===== src/rtl/pulse_pkg.sv =====
// ---------------------------------------------------------------------------
// pulse_pkg
//   Shared definitions for the pulse burst counter slice.
//   - FSM state encoding (2 bits; 2'b11 is unused and recovers to IDLE)
//   - BCD digit width
//   - to_bcd(): converts a small binary constant (0..99) to two BCD digits
// ---------------------------------------------------------------------------
package pulse_pkg;

   localparam logic [1:0] ST_IDLE   = 2'b00;
   localparam logic [1:0] ST_WINDOW = 2'b01;
   localparam logic [1:0] ST_REPORT = 2'b10;

   localparam int BCD_W = 4;

   function automatic logic [2*BCD_W-1:0] to_bcd(input int v);
      logic [BCD_W-1:0] tens;
      logic [BCD_W-1:0] ones;
      tens   = BCD_W'(v / 10);
      ones   = BCD_W'(v % 10);
      to_bcd = {tens, ones};
   endfunction

endpackage


===== src/rtl/bcd_counter_2d.sv =====
// ---------------------------------------------------------------------------
// bcd_counter_2d
//   Two-digit BCD counter that saturates at CNT_MAX.
//   Ports:
//     clk       system clock, rising edge
//     reset     asynchronous active-low reset, clears value
//     load      load load_val (has priority over inc)
//     load_val  BCD value to load, [7:4] tens, [3:0] ones
//     inc       increment by one in BCD unless already at CNT_MAX
//     value     current count, BCD
//     at_max    value equals CNT_MAX
// ---------------------------------------------------------------------------
module bcd_counter_2d
   import pulse_pkg::*;
#(
   parameter int CNT_MAX = 99
) (
   input  logic                 clk,
   input  logic                 reset,
   input  logic                 load,
   input  logic [2*BCD_W-1:0]   load_val,
   input  logic                 inc,
   output logic [2*BCD_W-1:0]   value,
   output logic                 at_max
);

   localparam logic [2*BCD_W-1:0] MAX_BCD = to_bcd(CNT_MAX);

   logic [BCD_W-1:0] tens;
   logic [BCD_W-1:0] ones;

   assign tens   = value[2*BCD_W-1:BCD_W];
   assign ones   = value[BCD_W-1:0];
   assign at_max = (value == MAX_BCD);

   always_ff @(posedge clk or negedge reset) begin
      if (!reset) begin
         value <= '0;
      end else if (load) begin
         value <= load_val;
      end else if (inc && !at_max) begin
         // ones wrap 9->0 and carry into tens
         if (ones == BCD_W'(9)) begin
            value <= {tens + BCD_W'(1), BCD_W'(0)};
         end else begin
            value <= {tens, ones + BCD_W'(1)};
         end
      end
   end

endmodule


===== src/rtl/pulse_burst_counter.sv =====
// ---------------------------------------------------------------------------
// pulse_burst_counter
//   Counts rising edges of p_in while the window input l_in is high and
//   reports the BCD count (with overflow flag) when the window closes.
//   Ports:
//     clk       system clock, rising edge
//     reset     asynchronous active-low reset
//     p_in      pulse input, one event per rising edge
//     l_in      window input, window open while high
//     clr       synchronous clear, overrides everything else
//     live_bcd  running count of the current window, BCD
//     last_bcd  count captured at the most recent window close, BCD
//     last_ovf  overflow flag captured with last_bcd
//     ovf       overflow of the current window, sticky until restart
//     done      one-cycle strobe while in REPORT
//     busy      high while in WINDOW
//   CNT_MAX (1..99) is the saturation value of the count.
// ---------------------------------------------------------------------------
module pulse_burst_counter
   import pulse_pkg::*;
#(
   parameter int CNT_MAX = 99
) (
   input  logic       clk,
   input  logic       reset,
   input  logic       p_in,
   input  logic       l_in,
   input  logic       clr,
   output logic [7:0] live_bcd,
   output logic [7:0] last_bcd,
   output logic       last_ovf,
   output logic       ovf,
   output logic       done,
   output logic       busy
);

   logic [1:0] state;
   logic [1:0] state_nxt;
   logic       p_q;
   logic       p_rise;
   logic       at_max;
   logic       cnt_load;
   logic [7:0] cnt_load_val;
   logic       cnt_inc;
   logic       win_start;
   logic       win_close;
   logic       sat_hit;

   // Both inputs are in this clock domain, so a single register suffices.
   assign p_rise = p_in & ~p_q;

   assign win_start = !clr && l_in && ((state == ST_IDLE) || (state == ST_REPORT));
   assign win_close = !clr && !l_in && (state == ST_WINDOW);
   assign sat_hit   = !clr && l_in && (state == ST_WINDOW) && p_rise && at_max;

   always_comb begin
      state_nxt    = ST_IDLE;
      cnt_load     = 1'b0;
      cnt_load_val = '0;
      cnt_inc      = 1'b0;
      if (clr) begin
         state_nxt = ST_IDLE;
         cnt_load  = 1'b1;
      end else begin
         case (state)
            ST_IDLE, ST_REPORT: begin
               if (l_in) begin
                  // an edge coincident with the window opening counts as 1
                  state_nxt    = ST_WINDOW;
                  cnt_load     = 1'b1;
                  cnt_load_val = {7'd0, p_rise};
               end else begin
                  state_nxt = ST_IDLE;
               end
            end
            ST_WINDOW: begin
               if (l_in) begin
                  state_nxt = ST_WINDOW;
                  cnt_inc   = p_rise;
               end else begin
                  // closing cycle: the edge (if any) is not counted
                  state_nxt = ST_REPORT;
               end
            end
            default: state_nxt = ST_IDLE;
         endcase
      end
   end

   always_ff @(posedge clk or negedge reset) begin
      if (!reset) begin
         state    <= ST_IDLE;
         p_q      <= 1'b0;
         ovf      <= 1'b0;
         last_bcd <= '0;
         last_ovf <= 1'b0;
      end else begin
         state <= state_nxt;
         p_q   <= clr ? 1'b0 : p_in;
         if (clr) begin
            ovf      <= 1'b0;
            last_bcd <= '0;
            last_ovf <= 1'b0;
         end else begin
            if (win_start) begin
               ovf <= 1'b0;
            end else if (sat_hit) begin
               ovf <= 1'b1;
            end
            if (win_close) begin
               last_bcd <= live_bcd;
               last_ovf <= ovf;
            end
         end
      end
   end

   bcd_counter_2d #(
      .CNT_MAX (CNT_MAX)
   ) u_cnt (
      .clk      (clk),
      .reset    (reset),
      .load     (cnt_load),
      .load_val (cnt_load_val),
      .inc      (cnt_inc),
      .value    (live_bcd),
      .at_max   (at_max)
   );

   assign done = (state == ST_REPORT);
   assign busy = (state == ST_WINDOW);

endmodule


===== config.mk =====
export PLATFORM = sky130hd
export DESIGN_NAME = pulse_burst_counter
export DESIGN_NICKNAME = d
export VERILOG_FILES = /design/src/rtl/pulse_pkg.sv /design/src/rtl/bcd_counter_2d.sv /design/src/rtl/pulse_burst_counter.sv
export SDC_FILE = /design/constraint.sdc
export NUM_CORES = 1
export LEC_CHECK = 0
export ABC_CLOCK_PERIOD_IN_PS = 2650
export BUFFER_PORTS_ARGS = -buffer_cell sky130_fd_sc_hd__buf_2
export CAP_MARGIN = 20
export CORE_UTILIZATION = 51
export CTS_CLUSTER_DIAMETER = 40
export DETAILED_ROUTE_END_ITERATION = 12
export PLACE_DENSITY_LB_ADDON = 0.1
export SKIP_CTS_REPAIR_TIMING = 1
export SYNTH_ARGS = -nofsm -noshare
export SYNTH_HDL_FRONTEND = slang
export SYNTH_SLANG_ARGS = --single-unit

===== constraint.sdc =====
create_clock -name clk -period 2.65 [get_ports clk]
set_clock_uncertainty 0.05 [all_clocks]
set_input_delay 0.53 -clock clk [delete_from_list [all_inputs] [get_ports clk]]
set_output_delay 0.53 -clock clk [all_outputs]
set_load 0.02 [all_outputs]

---- Yosys cells after proc, flatten, opt, wreduce, memory -nomap -nowiden ----
Cells that the tools add are included.
word-level totals
  register bits ........................... 21
  word-level logic and storage cells ...... 58
operators by class
  add/sub/neg operators ................... 2
  eq/ne operators ......................... 4
  mux-type cells .......................... 24
  bitwise gates (word level) .............. 2
  reductions and logical operators ........ 19
operator list
  kind                                                                   count
  8-bit two-way mux                                                      6
  1-bit two-way mux                                                      15
  4-bit by 1-bit adder with 4-bit output, second input constant          2
  8-bit equality test, second input constant                             1
  1-bit logical AND                                                      8
  2-bit nonzero test                                                     3
  4-bit equality test, second input constant                             1
  2-bit two-way mux                                                      2
  2-bit one-hot mux with 2 select lines                                  1
  1-bit zero test                                                        3
  3-bit nonzero test                                                     1
  2-bit by 1-bit equality test with 1-bit output, second input constant  1
  2-bit equality test, second input constant                             1
  2-bit zero test                                                        1
  2-bit AND reduction                                                    1
  2-bit OR reduction                                                     1
  1-bit bitwise AND                                                      1
  1-bit logical OR                                                       1
  1-bit NOT                                                              1

---- Depth between registers and ports, before layout ----
  depth in word-level cells ............... 8
  depth in mapped cells ................... 6

---- Modules after synthesis ----
Synthesis repeated with hierarchy kept, for this count alone.
second synthesis, totals
  cell total of the unflattened synthesis .. 95
  area, all modules ....................... 1072.3 um^2
modules (own cells, without submodules)
  module               times used  cells each  area each (um^2)  seq. area each (um^2)
  bcd_counter_2d       1           57          536.8             200.2
  pulse_burst_counter  1           38          535.5             325.3

---- Worst setup path after synthesis ----
Ideal clock, no wire load.
  path kind ............................... flip-flop to flip-flop
  start point ............................. register u_cnt.value[0]
  end point ............................... register u_cnt.value[6]
  setup time .............................. 77 ps
  arrival ................................. 1838 ps
  data required time ...................... 2523 ps
  setup slack ............................. 685 ps
  cell stages (with the launch flop) ...... 6
  buffers on the path ..................... 0
  path through ............................ dfrtp_1 > ha_1 > nand3b_1 > or4_4 > or3_1 > a21oi_1
between the ends
  longest elaborated chain between the ends .. 5
RTL lines
  element                                   RTL line              text
  start, declared                           bcd_counter_2d.sv:23  output logic [2*BCD_W-1:0] value,
  start signal, assigned                    bcd_counter_2d.sv:40  value <= load_val;
  start signal, assigned                    bcd_counter_2d.sv:44  value <= {tens + BCD_W'(1), BCD_W'(0)};
  start signal, assigned                    bcd_counter_2d.sv:46  value <= {tens, ones + BCD_W'(1)};
  8-bit equality test                       bcd_counter_2d.sv:34  assign at_max = (value == MAX_BCD);
  1-bit zero test                           bcd_counter_2d.sv:41  end else if (inc && !at_max) begin
  1-bit logical AND                         bcd_counter_2d.sv:41
  2-bit nonzero test (no source line)       -
  2-bit AND reduction (no source line) (*)  -
Mark *: on every way between the ends. The rest lies on a longest branch, timed or not.
A chain may end at the register's enable or synchronous reset.

---- Final worst setup path ----
Same ends and word-level chain as after synthesis.

==> impl_summary.md <==
Min path
The worst hold path belongs to the class in2async.

GRT
The initial antenna violation count was 0. The number of global-route vias before repair came to 759. Entering global routing, the biggest net connects 22 pins.

The first-pass GRT wire length is 3400 µm. The global-route total usage across every layer is 0.225. Summed over all layers, the global routing overflow is 0.

Synth
The number of different library cells used by synthesis comes to 30. The synthesized netlist net count is 112. The proportion of synthesized chip area in sequential cells is 0.508.

The synthesized flop and latch total is 21. The synthesized instance count is 103. Yosys printed 0 warnings. The combined area of all synthesized cells is 1030 µm².

Each instance of the synthesized netlist takes up on average 10.0 µm².

Place
The post-placement cell count is 151. The worst slack after detailed placement is 0.504 ns. The congestion estimate from routability-driven global placement came to 0.759. The detailed placer's ending HPWL is 1510 µm. Buffers placed on the I/O ports in this run total 24.

Summing all placed instances gives a cell area of 1180 µm².

Timing
The slew at the pin closest to its max-slew limit is 0.468 ns. The total count of hold-check failures in the final report is 0. Summed over all failing endpoints, the final setup total negative slack is 0 ns. Dividing the final minimum period by the clock period gives 0.773. Setup slack on the critical path of the routed design comes to 0.602 ns. The max-slew violation count is 0. The highest clock frequency the design can meet is 0.488 GHz. The smallest clock period supported by the final layout is computed as 2.05 ns.

The worst pin sits at a relative slew slack of 0.688. Setup repair after global routing left no endpoint under its margin. Setup violations remaining at the end of the flow were counted as 0.

Flow run
The number of max-capacitance violations reported is 0.

Floorplan
The core region is 1820 µm². The floorplan step set the die height to 47.0 µm. The die covers 2210 µm². The standard-cell row count is 15. The horizontal die dimension is 47.0 µm. Pin placement for this block handled 25 I/O pins.

The initial utilization of the core area, before any placement, comes to 0.568.

Power
The completed layout was analyzed and its total power is 0.000523 W. Summed over all nets, the switching power comes to 0.000129 W. IR analysis of the VDD net gives a maximum drop of 382 µV. The internal power contribution is 0.000394 W. The cell area power density is 431 nW/µm². The fraction of power consumed by sequential logic is 0.627. The clock share of power is 0.296. The switching part of the total is 0.246. The static leakage is 0.582 nW. The combinational share of power is 0.078.

Route
The detailed router put a total of 981 µm of wire on met1. The number of detailed-routing iterations run before antenna repair is 4. The final routed wire length divided by cell count is 13.4 µm.

The final antenna-violating net count is 0. After detailed routing, no signal wire sits above met4. In the routed design, unresolved DRC markers number 0. The total wirelength of the detailed-routed design is 2080 µm. Summed over all nets, wire length on met2 after detailed routing comes to 966 µm. Wire segments on met3 add up to 119 µm in the final route. Summing over every cut layer, the via total after detailed routing is 849. In this run, the number of DRC markers left after iteration 0 of detailed routing was 15. The number of vias per cell is 5.48.

Setup path
STA puts the critical path data arrival time at 2.24 ns. The sort of element at the start of the critical path is a flip-flop. At the worst endpoint, the required time is 2.85 ns. For this design, the slowest cell found on the critical path is or4_4. STA classifies the critical path endpoint as a flip-flop. The origin of the worst setup path is u_cnt.value[0].

Traced cell by cell, the critical path runs through ha_1 -> nand3b_1 -> or4_4 -> or3_1 -> a21oi_1. The worst register-to-register path begins at u_cnt.value[0]. The setup slack on the worst flop-to-flop path is 0.60 ns. The end of the worst register-to-register path is u_cnt.value[6]. The delay contributed by the slowest stage of the critical path is 0.58 ns. The worst reg-to-reg path cell count is 5. The worst setup path is of the reg2reg kind. Along the worst path, the maximum fanout reaches 7.

Layout
The layout has 159 filler cells. The non-filler instance count after layout is 155. The library cells used most frequently in the layout, excluding fill and tap cells, are buf_2 (24), dfrtp_1 (21), o21ai_0 (11). The library cell used most frequently in the layout, excluding fill and tap cells, is buf_2. The number of nets in the layout is 140. The layout overhead on the synthesized area is 17.2%. The final antenna diode count is 0.

After routing the design area is 1210 µm². Of the cells placed in the final design, the portion with a size suffix greater than 1 is 0.262.

Clock network
TritonCTS built the clock tree. The number of sinks handled by clock tree synthesis is 21. The number of buffers between clock root and the deepest sink is 2.

Buffers inserted during clock tree synthesis total 3. CTS placed an instance of clkbuf_4 at the clock tree root. The clock transition at the registers of the reported paths is 0.12 ns.

The maximum level of the CTS H-tree is 1. The worst-skew pair later-pin latency is 0.31 ns.

Run status
The run finished with clean final reports.
[logic make-up (layout without fill, tap and decap cells)]
| group | Yosys count | in the layout | share of synthesized area |
|---|---|---|---|
| and+or+nand+nor | 47 | 47 | 0.274 |
| AOI/OAI and AO/OA | 22 | 22 | 0.126 |
| DFF | 21 | 21 | 0.508 |
| buffers and inverters | 7 | 34 | 0.0266 |
| adders and majority gates | 4 | 4 | 0.0484 |
| xor gates and xnor gates | 2 | 2 | 0.0169 |
[Yosys cell counts]
| cell type | count | share of area |
|---|---|---|
| xnor2_1 | 1 | 0.0085 |
| buf_2 | 1 | 0.0048 |
| a311oi_1 | 1 | 0.0085 |
| and3b_1 | 1 | 0.0085 |
| or4_4 | 1 | 0.011 |
| dfrtp_1 | 21 | 0.51 |
| a21oi_1 | 5 | 0.024 |
| xor2_1 | 1 | 0.0085 |
| nor2_1 | 6 | 0.022 |
| o211ai_1 | 1 | 0.0073 |
| o31ai_1 | 1 | 0.0073 |
| nand2_1 | 10 | 0.036 |
| or3b_2 | 1 | 0.0085 |
| a2bb2oi_1 | 1 | 0.0085 |
| nand3b_1 | 2 | 0.015 |
| nand3_1 | 6 | 0.029 |
| a21o_2 | 1 | 0.0085 |
| nand4bb_4 | 1 | 0.027 |
| nor2b_1 | 2 | 0.012 |
| ha_1 | 4 | 0.048 |
| clkbuf_1 | 1 | 0.0036 |
| nand2b_1 | 10 | 0.060 |
| o21ai_0 | 11 | 0.053 |
| nor3_1 | 3 | 0.015 |
| o221ai_1 | 1 | 0.0085 |
| nor4_1 | 1 | 0.0060 |
| or2b_1 | 1 | 0.0073 |
| or3_1 | 1 | 0.0060 |
| and4bb_2 | 1 | 0.012 |
| inv_1 | 5 | 0.018 |
[routing by layer]
metal  vias up  GRT usage
li1        413          -
met1       409      0.289
met2        25      0.364
met3         2     0.0808
met4         0     0.0571
met5         -          0
[final cells by class]
type / count / area (µm²) / share of cell area
timing repair buffer: 25 / 128 / 0.105
clock buffer: 3 / 22.5 / 0.0186
sequential: 21 / 526 / 0.433
multi-input combinational: 75 / 482 / 0.397
tap: 25 / 31.3 / 0.0258
inverter: 5 / 18.8 / 0.0155
clock inverter: 1 / 5.00 / 0.00413
[registers in the layout, summed over array words and instances, names as in the netlist]
| name | flops |
|---|---|
| last_bcd | 8 |
| u_cnt.value | 8 |
| state | 2 |
| last_ovf | 1 |
| ovf | 1 |
| p_q | 1 |
[critical path: cells and delay by family, from the launching register on]
family / cells / cell delay (ns)
simple gates: 3 / 1.11
flops: 1 / 0.50
fa+ha+maj: 1 / 0.19
compound gates: 1 / 0.15
[stage by stage]
| step | utilization | hold WS [ns] |
|---|---|---|
| after global routing | 0.666 | 0.121 |
| after detailed placement | 0.651 | 0.408 |
| final | 0.666 | 0.102 |
| after CTS | 0.666 | 0.106 |
| after global placement | 0.651 | 0.391 |
| after floorplan | - | 0.184 |
[power by group through the flow]
stage | clock network [W] | logic [W] | registers [W]
6_report | 0.000155 | 0.0000406 | 0.000328
5_1_grt | 0.000173 | 0.0000454 | 0.000328
4_1_cts | 0.000159 | 0.0000411 | 0.000328
3_5_place_dp | 0 | 0.0000410 | 0.000334
3_3_place_gp | 0 | 0.0000405 | 0.000334
2_1_floorplan | 0 | 0.0000210 | 0.000334
[worst max path at each step]
| stage | end | depth (start not counted) |
|---|---|---|
| 2_1_floorplan | u_cnt.value[6] | 5 |
| 3_3_place_gp | u_cnt.value[6] | 5 |
| 3_5_place_dp | u_cnt.value[6] | 5 |
| 4_1_cts | u_cnt.value[6] | 6 |
| 5_1_grt | u_cnt.value[6] | 6 |
| 6_report | u_cnt.value[6] | 5 |
Power figures use the tool's default switching activity.
